$ cat src/rtl/mantissa_align_add_if.sv
// mantissa_align_add_if: operand/result handshake bundle for the mantissa aligner-adder
interface mantissa_align_add_if;
  logic [31:0] a;
  logic [31:0] b;
  logic        in_valid;
  logic        in_ready;
  logic        out_valid;
  logic        out_ready;
  logic        sign;
  logic [7:0]  exponent;
  logic [24:0] mantissa;
  logic        carry;
  logic        zero;
  modport master (output a, b, in_valid, out_ready,
                  input  in_ready, out_valid, sign, exponent, mantissa, carry, zero);
  modport slave  (input  a, b, in_valid, out_ready,
                  output in_ready, out_valid, sign, exponent, mantissa, carry, zero);
endinterface

$ cat src/rtl/mantissa_align_add.sv
// mantissa_align_add: aligns two single-precision significands one bit per cycle and adds/subtracts them
module mantissa_align_add #(
  parameter int MAX_SHIFT = 25
) (
  input logic clk,
  input logic rst_n,
  mantissa_align_add_if.slave io
);
  typedef enum logic [1:0] {IDLE, ALIGN, DONE} state_t;
  localparam logic [8:0] MS = 9'(MAX_SHIFT);
  state_t      state;
  logic        sub_q;
  logic        sign_l;
  logic [7:0]  exp_l;
  logic [23:0] sig_l;
  logic [23:0] sig_s;
  logic [7:0]  cnt;
  logic        a_big;
  logic [31:0] l_op;
  logic [31:0] s_op;
  logic [7:0]  diff;
  logic [24:0] sum;
  // a wins ties so equal magnitudes keep a's sign
  assign a_big = io.a[30:0] >= io.b[30:0];
  assign l_op  = a_big ? io.a : io.b;
  assign s_op  = a_big ? io.b : io.a;
  assign diff  = l_op[30:23] - s_op[30:23];
  assign sum   = sub_q ? {1'b0, sig_l} - {1'b0, sig_s} : {1'b0, sig_l} + {1'b0, sig_s};
  // accept -> shift smaller significand until aligned -> hold result until taken
  always_ff @(posedge clk) begin
    if (!rst_n) begin
      state        <= IDLE;
      io.in_ready  <= 1'b1;
      io.out_valid <= 1'b0;
      io.sign      <= 1'b0;
      io.exponent  <= '0;
      io.mantissa  <= '0;
      io.carry     <= 1'b0;
      io.zero      <= 1'b0;
    end else begin
      case (state)
        IDLE: if (io.in_valid) begin
          sub_q       <= io.a[31] ^ io.b[31];
          sign_l      <= l_op[31];
          exp_l       <= l_op[30:23];
          sig_l       <= {|l_op[30:23], l_op[22:0]};
          sig_s       <= ({1'b0, diff} >= MS) ? 24'd0 : {|s_op[30:23], s_op[22:0]};
          cnt         <= ({1'b0, diff} >= MS) ? 8'd0 : diff;
          io.in_ready <= 1'b0;
          state       <= ALIGN;
        end
        ALIGN: if (cnt != 8'd0) begin
          sig_s <= sig_s >> 1;
          cnt   <= cnt - 8'd1;
        end else begin
          io.mantissa  <= sum;
          io.carry     <= sum[24];
          io.zero      <= sum == 25'd0;
          io.sign      <= (sum == 25'd0) ? 1'b0 : sign_l;
          io.exponent  <= (sum == 25'd0) ? 8'd0 : exp_l;
          io.out_valid <= 1'b1;
          state        <= DONE;
        end
        DONE: if (io.out_ready) begin
          io.out_valid <= 1'b0;
          io.in_ready  <= 1'b1;
          state        <= IDLE;
        end
        default: state <= IDLE;
      endcase
    end
  end
endmodule

$ cat src/flat_wrapper.sv
// flat-port wrapper written by rule: the top's interface ports become plain ports
module mantissa_align_add_flat 
#(
  parameter int MAX_SHIFT = 25
)
  (clk, rst_n, io_a, io_b, io_in_valid, io_out_ready, io_in_ready, io_out_valid, io_sign, io_exponent, io_mantissa, io_carry, io_zero);
  mantissa_align_add_if io_i ();
  input logic clk;
  input logic rst_n;
  input wire logic [$bits(io_i.a)-1:0] io_a;
  input wire logic [$bits(io_i.b)-1:0] io_b;
  input wire logic [$bits(io_i.in_valid)-1:0] io_in_valid;
  input wire logic [$bits(io_i.out_ready)-1:0] io_out_ready;
  output wire logic [$bits(io_i.in_ready)-1:0] io_in_ready;
  output wire logic [$bits(io_i.out_valid)-1:0] io_out_valid;
  output wire logic [$bits(io_i.sign)-1:0] io_sign;
  output wire logic [$bits(io_i.exponent)-1:0] io_exponent;
  output wire logic [$bits(io_i.mantissa)-1:0] io_mantissa;
  output wire logic [$bits(io_i.carry)-1:0] io_carry;
  output wire logic [$bits(io_i.zero)-1:0] io_zero;
  assign io_i.a = io_a;
  assign io_i.b = io_b;
  assign io_i.in_valid = io_in_valid;
  assign io_i.out_ready = io_out_ready;
  assign io_in_ready = io_i.in_ready;
  assign io_out_valid = io_i.out_valid;
  assign io_sign = io_i.sign;
  assign io_exponent = io_i.exponent;
  assign io_mantissa = io_i.mantissa;
  assign io_carry = io_i.carry;
  assign io_zero = io_i.zero;
  mantissa_align_add #(.MAX_SHIFT(MAX_SHIFT)) u_core (.clk(clk), .rst_n(rst_n), .io(io_i));
endmodule
$ cat config.mk
export PLATFORM = sky130hd
export DESIGN_NAME = mantissa_align_add_flat
export DESIGN_NICKNAME = d
export VERILOG_FILES = /design/src/rtl/mantissa_align_add_if.sv /design/src/rtl/mantissa_align_add.sv /design/src/flat_wrapper.sv
export SDC_FILE = /design/constraint.sdc
export NUM_CORES = 1
export LEC_CHECK = 0
export ABC_AREA = 1
export BUFFER_PORTS_ARGS = -buffer_cell sky130_fd_sc_hd__buf_2
export CAP_MARGIN = 0
export CORE_MARGIN = 5
export CORE_UTILIZATION = 47
export DETAILED_ROUTE_END_ITERATION = 8
export PLACE_DENSITY_LB_ADDON = 0.12
export SYNTH_ARGS = -nofsm -noshare
export SYNTH_HDL_FRONTEND = slang
export SYNTH_SLANG_ARGS = --single-unit
export TNS_END_PERCENT = 1
$ cat constraint.sdc
create_clock -name clk -period 6.2 [get_ports clk]
set_input_delay 0.62 -clock clk [delete_from_list [all_inputs] [get_ports clk]]
set_output_delay 0.62 -clock clk [all_outputs]
set_load 0.02 [all_outputs]
---- Word level (Yosys, flattened, before mapping) ----
Index checks and enable logic that the tools add are counted.
word-level totals
  register bits after elaboration ......... 106
  word-level logic and storage cells ...... 65
  output and inout bits ................... 38
  input port bits ......................... 68
cells by class
  reduce and logical (&&, ||, !) cells .... 14
  bitwise operators ....................... 2
  equality and inequality tests ........... 6
  multiplexer cells ....................... 23
  order comparisons ....................... 2
  add/subtract/negate cells ............... 4
operators with widths
  cell                 count
  $mux 24              3
  $pmux 24 s2          1
  $mux 32              1
  $mux 8               4
  $ge 31x31->1         1
  $mux 31              1
  $add 24x24->25       1
  $logic_not 25->1     1
  $mux 25              1
  $sub 24x24->25       1
  $pmux 8 s2           1
  $reduce_or 8->1      2
  $reduce_and 3->1     4
  $ge 8x5->1 const B   1
  $reduce_bool 8->1    1
  $sub 8x1->8 const B  1
  $sub 8x8->8          1
  $mux 2               3
  $ne 2x2->1 const B   3
  $pmux 2 s3           1
  $reduce_bool 2->1    3
  $mux 1               5
  $pmux 1 s2           2
  $reduce_and 4->1     1
  7 further kinds      7

---- Depth between registers and ports, before layout ----
  depth after elaboration ................. 7
  mapped depth ............................ 27
  mapped depth without buffers ............ 27

---- Least setup slack after synthesis ----
Ideal clock, no wire load.
  kind .................................... input to register
  start ................................... in rst_n
  end ..................................... reg u_core.cnt[0], enable pin
  path buffers ............................ 1
  slack ................................... 2,354 ps
  setup time .............................. 468 ps
  stages on the path ...................... 3
  arrival ................................. 3,378 ps
  required time ........................... 5,732 ps
  cell sequence ........................... clkbuf_1 -> o31ai_1 -> nor3b_1
on the way
  cells in the longest elaborated chain, start to end .. 1
ends and longest elaborated chain
  element                            line                      text
  from (decl)                        flat_wrapper.sv:9         input logic rst_n;
  $reduce_and 4->1 (no source line)  n/a
  to (signal assigned)               mantissa_align_add.sv:48  cnt <= ({1'b0, diff} >= MS) ? 8'd0 : diff;
  to (signal assigned)               mantissa_align_add.sv:54  cnt <= cnt - 8'd1;
  to (decl)                          mantissa_align_add.sv:17  logic [7:0] cnt;
Every way passes these cells.
A chain may end at the register's enable or synchronous reset.

---- Worst setup path in the final report ----
  start ................................... reg u_core.sig_s[1]
  end ..................................... reg u_core.io.exponent[1]
on the way
  cells in the longest elaborated chain, start to end .. 4
  elaborated cells on any way between the ends .. 5
  those cells by class .................... add/sub (2); mux (2); reduce/logical (1)
ends and longest elaborated chain
  element                                                  line                         text
  from (decl)                                              mantissa_align_add.sv:16     logic [23:0] sig_s;
  from (signal assigned)                                   mantissa_align_add.sv:47     sig_s <= ({1'b0, diff} >= MS) ? 24'd0 : {|s_op[30:23], s_op[22:0]};
  from (signal assigned)                                   mantissa_align_add.sv:53     sig_s <= sig_s >> 1;
  $add 24x24->25 / $sub 24x24->25 (equally long branches)  mantissa_align_add.sv:28     assign sum = sub_q ? {1'b0, sig_l} - {1'b0, sig_s} : {1'b0, sig_l} + {1'b0, sig_s};
  $mux 25 (*)                                              mantissa_align_add.sv:28
  $logic_not 25->1 (*)                                     mantissa_align_add.sv:60     io.exponent <= (sum == 25'd0) ? 8'd0 : exp_l;
  $mux 8 (*)                                               mantissa_align_add.sv:60
  to (signal assigned)                                     mantissa_align_add.sv:60
  to (decl)                                                mantissa_align_add_if.sv:17  output in_ready, out_valid, sign, exponent, mantissa, carry, zero);
Mark *: on every way between the ends. The rest lies on a longest branch, timed or not.

==> flow_summary.json <==
{
  "firstDrtPassIters": 7,
  "slew_headroom": 0.480,
  "final_net_count": 1304,
  "cts_hold_buf": 0,
  "critPathRequiredTime_ns": 6.41,
  "cts_buffers": 9,
  "syn_area_per_cell_um2": 7.29,
  "drc_errors": 0,
  "synthCells": 1089,
  "layout-drive-gt1-share": 0.140,
  "clockBufferDepth": 2,
  "cts-root-buf": "clkbuf_16",
  "critPathKind": "reg -> reg",
  "synth_warnings": 0,
  "syn_to_final_growth_pct": 12.4,
  "wire_per_inst_um": 14.0,
  "antenna_found_initial": 0,
  "rsz0062_at_grt": "no",
  "hp-class": "reg -> reg",
  "ys_ff_latch": 105,
  "reg2regPathDepth": 25,
  "grt-ovfl-total": 0,
  "p_leak_nw": 4.34,
  "die_w_um": 140,
  "tightest_slew_ns": 0.781,
  "finalHoldViolations": 0,
  "clock_sinks": 105,
  "cp_common_cell": "nand2_1",
  "antenna_cells": 0,
  "grt_pass1_vias": 6581,
  "utilization": 0.538,
  "synth_edf_count": 66,
  "grt_max_degree": 101,
  "routed_wl_um": 19700,
  "cts-resized-gates": 0,
  "setup_viol": 0,
  "clk_pin_slew_ns": 0.07,
  "whs_ns": 0.452,
  "finalCriticalPeriod_ns": 4.43,
  "async_flop_share": 0,
  "worstPathBufferInverterCount": 2,
  "vias": 7129,
  "arrival_ns": 4.64,
  "core_mm2": 0.0166,
  "die_h_um": 140,
  "worstHoldStart": "u_core.io.in_ready",
  "p_per_area_mw_per_mm2": 238,
  "cp_top_family": "simple AND/OR/NAND/NOR gates",
  "cp_slowest_cell": "edfxtp_1",
  "stdcell_count": 1402,
  "syn_area_mm2": 0.00794,
  "dp_cells": 1386,
  "yosys.cell_count.top_type": "nand2_1",
  "viasPerCell": 5.08,
  "cp-start-kind": "flip-flop",
  "post_cts_buffers": 0,
  "clock-skew-final_ns": 0.00823,
  "gp_congestion": 0.950,
  "synthTopCellsByArea": "edfxtp_1 (25%), nand2_1 (13%), dfxtp_1 (9.8%), ha_1 (9.1%), inv_1 (6.3%)",
  "dieArea_mm2": 0.0196,
  "post-synth-top-area-cell": "edfxtp_1",
  "path_max_fanout": 9,
  "max_freq_ghz": 0.226,
  "grt_pass1_wl_um": 32100,
  "htree_levels": 3,
  "num_rows": 47,
  "reg2reg_to": "u_core.io.exponent[1]",
  "r2r_slack_ns": 1.77,
  "hold_depth": 2,
  "final.setup.tns_ns": 0,
  "synthesis.nets": 1216,
  "n_fill_cell": 1669,
  "insertion_delay_ns": 0.35,
  "max-vdd-ir-drop_mv": 0.115,
  "status": "finished clean",
  "start_util": 0.479,
  "cts_tree": "built",
  "synth_cell_types": 43,
  "ioPinCount": 106,
  "hpwl_um": 15700,
  "fin_crit_sh": 0.714,
  "synth_ff_type": "edfxtp_1",
  "gr-usage-all-layers": 0.198,
  "synth_seq_area_share": 0.348,
  "r2r-start": "u_core.sig_s[1]",
  "cap_violations": 0,
  "drtIter0Drc": 525,
  "hold-path-endpoint": "u_core.io.in_ready",
  "slew_viol_final": 0,
  "synth_top_area_frac": 0.249,
  "ant_nets": 0,
  "slowest_delay_ns": 0.42,
  "yosys-top-cells-count": "nand2_1 (279), inv_1 (134), nor2_1 (100)",
  "cp-end-kind": "flip-flop",
  "port_buffers": 105
}
worst min-delay path: stages (launching register included):
cell	delay, ns
dfxtp_1	0.31
nand2_1	0.06
nand2_1	0.04
cell usage in the layout, fill, tap and decap left out, types with 11 or more instances in the layout:
cell and count:
xnor2_1 28, nor2_1 98, o211ai_1 11, ha_1 58, nand3_1 70, nand3_2 12
a21oi_1 89, nand2_1 279, dfxtp_1 39, xor2_1 20, buf_2 105, inv_1 134
edfxtp_1 66, o21ai_0 56, nor3_1 11
stage by stage:
step                setup WS, ns  power (mW)  instance area, um^2
detailed placement          1.80        1.53                 8610
floorplan                   2.35        1.37                 7940
CTS                         1.83        2.13                 8930
global placement            1.81        1.53                 8610
finish                      1.77        2.13                 8930
global route                1.30        2.26                 8930
cell type report:
type                       instances  area [um^2]  share of cell area
clock buffer                      11          254              0.0285
clock inverter                     5         62.6             0.00701
inverter                         136          510              0.0572
multi-input combinational        813         4480               0.502
sequential                       105         2760               0.310
tap                              220          275              0.0308
timing repair buffer             112          578              0.0648
routing by layer:
metal,routed length [um],track usage
met1,10300,0.307
met2,7910,0.288
met3,1070,0.0239
met4,359,0.0546
met5,0,0
how the worst max path moves through the flow:
stage	startpoint	end	depth (start not counted)
floorplan	rst_n	u_core.cnt[0]	3
CTS	u_core.sig_s[1]	u_core.io.exponent[1]	25
global route	u_core.sig_s[0]	u_core.io.exponent[4]	24
detailed placement	io_b[28]	u_core.sig_s[6]	21
finish	u_core.sig_s[1]	u_core.io.exponent[1]	25
global placement	io_b[26]	u_core.sig_s[6]	23
logic make-up after synthesis:
group / count (synthesis) / synth area share
compound gates: 184 / 0.127
flops: 105 / 0.348
buf+inv: 171 / 0.0891
xor+xnor: 48 / 0.0529
mux: 1 / 0.00142
simple gates: 521 / 0.288
fa+ha+maj: 59 / 0.0939
power by group:
part	internal (mW)	leakage, nW	switching (mW)
logic	0.240	3.24	0.464
registers	0.794	0.944	0.0285
clock network	0.341	0.153	0.258
total	1.37	4.34	0.751
sequential cells by signal, summed over array words and instances (netlist names):
| register | count |
|---|---|
| u_core.cnt | 8 |
| u_core.sign_l | 1 |
| u_core.sub_q | 1 |
| u_core.state | 2 |
| u_core.io.mantissa | 24 |
| u_core.exp_l | 8 |
| u_core.sig_l | 24 |
| u_core.io.zero | 1 |
| u_core.io.sign | 1 |
| u_core.io.carry | 1 |
| u_core.io.exponent | 8 |
| u_core.io.out_valid | 1 |
| u_core.io.in_ready | 1 |
| u_core.sig_s | 24 |
(Power assumes the default switching activity.)
